===== src/rtl/wiredpanda_io_pkg.sv =====
// Shared constants and helpers for the wiredpanda push-button I/O blocks.
package wiredpanda_io_pkg;

    localparam int unsigned SYNC_STAGES             = 2;
    localparam int unsigned DEFAULT_DEBOUNCE_CYCLES = 16;

    // Width needed to hold values 0..n without wrapping.
    function automatic int unsigned cnt_width(input int unsigned n);
        return $clog2(n + 1);
    endfunction

endpackage


===== src/rtl/sync_2ff.sv =====
// Flop-chain synchronizer for a single asynchronous input.
module sync_2ff
    import wiredpanda_io_pkg::*;
(
    input  logic i_clk,
    input  logic i_rst_n,
    input  logic i_d,
    output logic o_q
);

    logic [SYNC_STAGES-1:0] r_sync;

    always_ff @(posedge i_clk or negedge i_rst_n) begin
        if (!i_rst_n) begin
            r_sync <= '0;
        end else begin
            r_sync <= {r_sync[SYNC_STAGES-2:0], i_d};
        end
    end

    assign o_q = r_sync[SYNC_STAGES-1];

endmodule


===== src/rtl/button_debouncer.sv =====
// Debounces a bouncy push-button: stable level plus one-cycle rise/fall pulses.
module button_debouncer
    import wiredpanda_io_pkg::*;
#(
    parameter int unsigned DEBOUNCE_CYCLES = DEFAULT_DEBOUNCE_CYCLES
)
(
    input  logic input_clock1_clk_1,
    input  logic input_push_button2_rst_n_2,
    input  logic input_push_button1_d_1,
    output logic output_led1_level_3,
    output logic output_led2_rise_4,
    output logic output_led3_fall_5,
    output logic output_led4_busy_6
);

    localparam int unsigned      CNT_W    = cnt_width(DEBOUNCE_CYCLES);
    localparam logic [CNT_W-1:0] CNT_LAST = CNT_W'(DEBOUNCE_CYCLES - 1);

    if (DEBOUNCE_CYCLES < 2) begin : g_param_check
        $error("button_debouncer: DEBOUNCE_CYCLES must be at least 2");
    end

    logic             w_sync;
    logic [CNT_W-1:0] r_count;
    logic             r_level;
    logic             r_rise;
    logic             r_fall;
    logic             r_busy;

    logic [CNT_W-1:0] w_count_nxt;
    logic             w_level_nxt;
    logic             w_rise_nxt;
    logic             w_fall_nxt;

    sync_2ff u_sync (
        .i_clk   (input_clock1_clk_1),
        .i_rst_n (input_push_button2_rst_n_2),
        .i_d     (input_push_button1_d_1),
        .o_q     (w_sync)
    );

    // Stability count: any agreement clears it, the last disagreeing cycle commits the level.
    always_comb begin
        w_count_nxt = '0;
        w_level_nxt = r_level;
        w_rise_nxt  = 1'b0;
        w_fall_nxt  = 1'b0;
        if (w_sync != r_level) begin
            if (r_count == CNT_LAST) begin
                w_level_nxt = w_sync;
                w_rise_nxt  = w_sync;
                w_fall_nxt  = ~w_sync;
            end else begin
                w_count_nxt = r_count + CNT_W'(1);
            end
        end
    end

    always_ff @(posedge input_clock1_clk_1 or negedge input_push_button2_rst_n_2) begin
        if (!input_push_button2_rst_n_2) begin
            r_count <= '0;
            r_level <= 1'b0;
            r_rise  <= 1'b0;
            r_fall  <= 1'b0;
            r_busy  <= 1'b0;
        end else begin
            r_count <= w_count_nxt;
            r_level <= w_level_nxt;
            r_rise  <= w_rise_nxt;
            r_fall  <= w_fall_nxt;
            r_busy  <= (w_count_nxt != '0);
        end
    end

    assign output_led1_level_3 = r_level;
    assign output_led2_rise_4  = r_rise;
    assign output_led3_fall_5  = r_fall;
    assign output_led4_busy_6  = r_busy;

endmodule

===== config.mk =====
export PLATFORM = sky130hd
export DESIGN_NAME = button_debouncer
export DESIGN_NICKNAME = d
export VERILOG_FILES = /design/src/rtl/wiredpanda_io_pkg.sv /design/src/rtl/sync_2ff.sv /design/src/rtl/button_debouncer.sv
export SDC_FILE = /design/constraint.sdc
export NUM_CORES = 1
export LEC_CHECK = 0
export ABC_AREA = 1
export ABC_CLOCK_PERIOD_IN_PS = 1200
export BUFFER_PORTS_ARGS = -buffer_cell sky130_fd_sc_hd__buf_2
export CAP_MARGIN = 0
export CORE_AREA = 2 2 39 41
export DETAILED_ROUTE_END_ITERATION = 12
export DIE_AREA = 0 0 41 43
export MAX_ROUTING_LAYER = met4
export SLEW_MARGIN = 10
export SYNTH_ARGS = -nofsm -noshare
export SYNTH_HDL_FRONTEND = slang
export SYNTH_SLANG_ARGS = --single-unit

===== constraint.sdc =====
create_clock -name input_clock1_clk_1 -period 1.2 [get_ports input_clock1_clk_1]
set_clock_uncertainty 0.15 [all_clocks]
set_input_delay 0.06 -clock input_clock1_clk_1 [delete_from_list [all_inputs] [get_ports input_clock1_clk_1]]
set_output_delay 0.06 -clock input_clock1_clk_1 [all_outputs]
set_load 0.005 [all_outputs]

==> impl_metrics.json <==
{
  "critPathArrivalTime_ns": 1.24,
  "drtIter0Drc": 1,
  "vias_per_cell": 4.23,
  "synth_compound_area_share_pct": 3.65,
  "port_buffers": 6,
  "ys_ff_latch": 11,
  "worst_setup_path_start_kind": "register",
  "wl_um": 850,
  "timing.fmax_mhz": 804,
  "finalMaxSlewViolations": 0,
  "muxShareOfSynthArea_pct": 0,
  "hpwl_um": 627,
  "synth_simple_gate_area_share_pct": 29.4,
  "htreeDepth": 1,
  "path_clk_slew_ns": 0.07,
  "grt_max_degree": 12,
  "grt_pass1_wl_um": 1550,
  "peakVddDrop_mv": 0.605,
  "wl_per_cell_um": 9.88,
  "power_density_mw_per_mm2": 1140,
  "final-hold-violation-count": 0,
  "coreArea_mm2": 0.00138,
  "setup_violations": 2,
  "place_ws_ns": -0.0773,
  "violations": "setup timing",
  "crit_path_end": "output_led4_busy_6",
  "synth.top_cell.area_share_pct": 57.3,
  "cts_tree": "yes",
  "power.leakage_nw": 0.339,
  "maxCapViolations": 0,
  "finish.net_count": 75,
  "p_switching_mw": 0.179,
  "antenna_found_initial": 0,
  "r2r_slack_ns": -0.04,
  "vias": 364,
  "start_util_pct": 34.7,
  "synth_area_leaders": "dfrtp_1, nand2_1, inv_1, nand3_2, nor2_1",
  "p_clk_share_pct": 34.2,
  "seq_power_share_pct": 54.6,
  "combinationalPowerShare_pct": 11.2,
  "antenna_cells": 0,
  "num_rows": 14,
  "r2r_cells": 7,
  "grt_usage_pct": 14.1,
  "worst_slack_ns": -0.0441,
  "die_h_um": 43,
  "period_share_pct": 104,
  "timing.rr.start": "r_count[0]",
  "tns_ns": -0.0582,
  "route.detailed.drc": 0,
  "tightest_slew_ns": 0.249,
  "placed_cells": 80,
  "synth_cell_types": 13,
  "pin_count": 7,
  "grt_pass1_vias": 366,
  "die_w_um": 41,
  "final_cell_mix": "nand2_1, dfrtp_1, inv_1",
  "power_mw": 0.730,
  "layout_commonest_cell": "nand2_1",
  "cts_num_sinks": 11,
  "final_cells": 86,
  "avgSynthCellArea_um2": 9.24,
  "hold_path_class": "in2async",
  "grt_overflow_total": 0,
  "cts.path.max_buffers": 2,
  "max_slew_margin_pct": 83.4,
  "area_delta_synth_final_pct": 33.3,
  "path_max_fanout": 4,
  "synthesis.nets": 56,
  "critPathRequiredTime_ns": 1.20,
  "clock_latency_ns": 0.27,
  "cts_root_buf": "clkbuf_4",
  "worst-setup-path-type": "reg2reg",
  "place.gp.congestion": 0.749,
  "cts_buffers": 3,
  "cp-end-kind": "register",
  "netlist_instances": 52,
  "ys_warn_count": 0,
  "synth_fa_ha_area_share_pct": 2.60,
  "n_fill_cell": 132,
  "sw_frac_of_total_pct": 24.6,
  "cp-startpoint": "r_count[0]",
  "postRouteAntennaNets": 0,
  "synth_top_family_by_area": "simple AND/OR/NAND/NOR gates",
  "r2r_end": "output_led4_busy_6",
  "synth_seq_area_share_pct": 57.3,
  "drive_gt1_share_pct": 40.0,
  "status": "complete, but fails checks",
  "synth_top_cell_by_area": "dfrtp_1",
  "netlist_area_um2": 480,
  "p_int_mw": 0.550,
  "period_needed_ns": 1.24,
  "die_area_mm2": 0.00176,
  "dr.pass1.iters": 2,
  "postCtsSetupBuffers": 0,
  "rsz0062_at_grt": "yes",
  "synth-xor-area-share_pct": 0
}
worst min-delay path by stage:
stage / startpoint / end / slack [ns] / cells past startpoint
after global placement: input_push_button2_rst_n_2 / output_led1_level_3 / -0.21 / 1
after floorplan: input_push_button2_rst_n_2 / output_led1_level_3 / -0.39 / 0
after CTS: input_push_button2_rst_n_2 / r_count[3] / 0.03 / 2
after detailed placement: input_push_button2_rst_n_2 / output_led1_level_3 / -0.21 / 1
after global routing: input_push_button2_rst_n_2 / output_led1_level_3 / 0.04 / 2
final: input_push_button2_rst_n_2 / r_count[3] / 0.03 / 2
worst max-delay path, cell delays in order, from the launching register on:
cell and delay [ns]:
dfrtp_1 0.41, ha_4 0.19, inv_2 0.04, nand2_1 0.04, nand2_1 0.06, nor2_2 0.05, nor2_2 0.12, nand3_2 0.07
cell families (layout without fill, tap and decap cells):
| family | count (synthesis) | count (layout) |
|---|---|---|
| AOI/OAI and AO/OA | 2 | 2 |
| DFF | 11 | 11 |
| and+or+nand+nor | 29 | 29 |
| adders and majority gates | 1 | 1 |
| buffers and inverters | 9 | 27 |
stage by stage:
step / cell area (um2) / util [%] / hold slack, ns
CTS: 628 / 45.4 / 0.0287
finish: 641 / 46.3 / 0.0322
detailed placement: 578 / 41.8 / -0.208
floorplan: 483 / - / -0.386
global route: 641 / 46.3 / 0.0395
global placement: 578 / 41.8 / -0.213
Yosys cell counts (all sizes together):
master	n
nand3	3
dfrtp	11
inv	9
nor2	8
ha	1
nor3	1
nand2	15
o211ai	1
nand4	2
o21ai	1
layout make-up:
cell class                 count  area [um2]  area share (%)
multi-input combinational     32         189            29.5
inverter                       9        33.8            5.27
sequential                    11         275            43.0
clock inverter                 1        5.00           0.781
tap                           16        20.0            3.13
timing repair buffer          14        95.1            14.8
clock buffer                   3        22.5            3.52
sequential cells by signal (all words and copies together) (netlist names):
signal and cells:
r_count 5, u_sync.r_sync 2, output_led1_level_3 1, output_led2_rise_4 1, output_led3_fall_5 1, output_led4_busy_6 1
what timing repair did:
action / in CTS / in global routing
pin swaps: 3 / 4
endpoints found under the hold margin: 12 / 0
hold buffers: 2 / 0
resized for setup: 1 / 3
endpoints found under the setup margin: 2 / 7
cloned: 0 / 0
layer usage:
| layer | GRT usage [%] | vias to the layer above | wire length (um) |
|---|---|---|---|
| li1 | - | 198 | - |
| met1 | 17.3 | 162 | 396 |
| met2 | 19.7 | 2 | 425 |
| met3 | 1.57 | 2 | 13 |
| met4 | 12.0 | 0 | 15 |
| met5 | - | - | 0 |
power by group through the flow:
stage / clock (mW) / sequential, mW / combinational, mW
detailed placement: 0 / 0.404 / 0.0718
finish: 0.250 / 0.398 / 0.0816
floorplan: 0 / 0.404 / 0.0369
global route: 0.292 / 0.401 / 0.0922
global placement: 0 / 0.402 / 0.0705
CTS: 0.266 / 0.396 / 0.0773
Power figures use the tool's default switching activity.
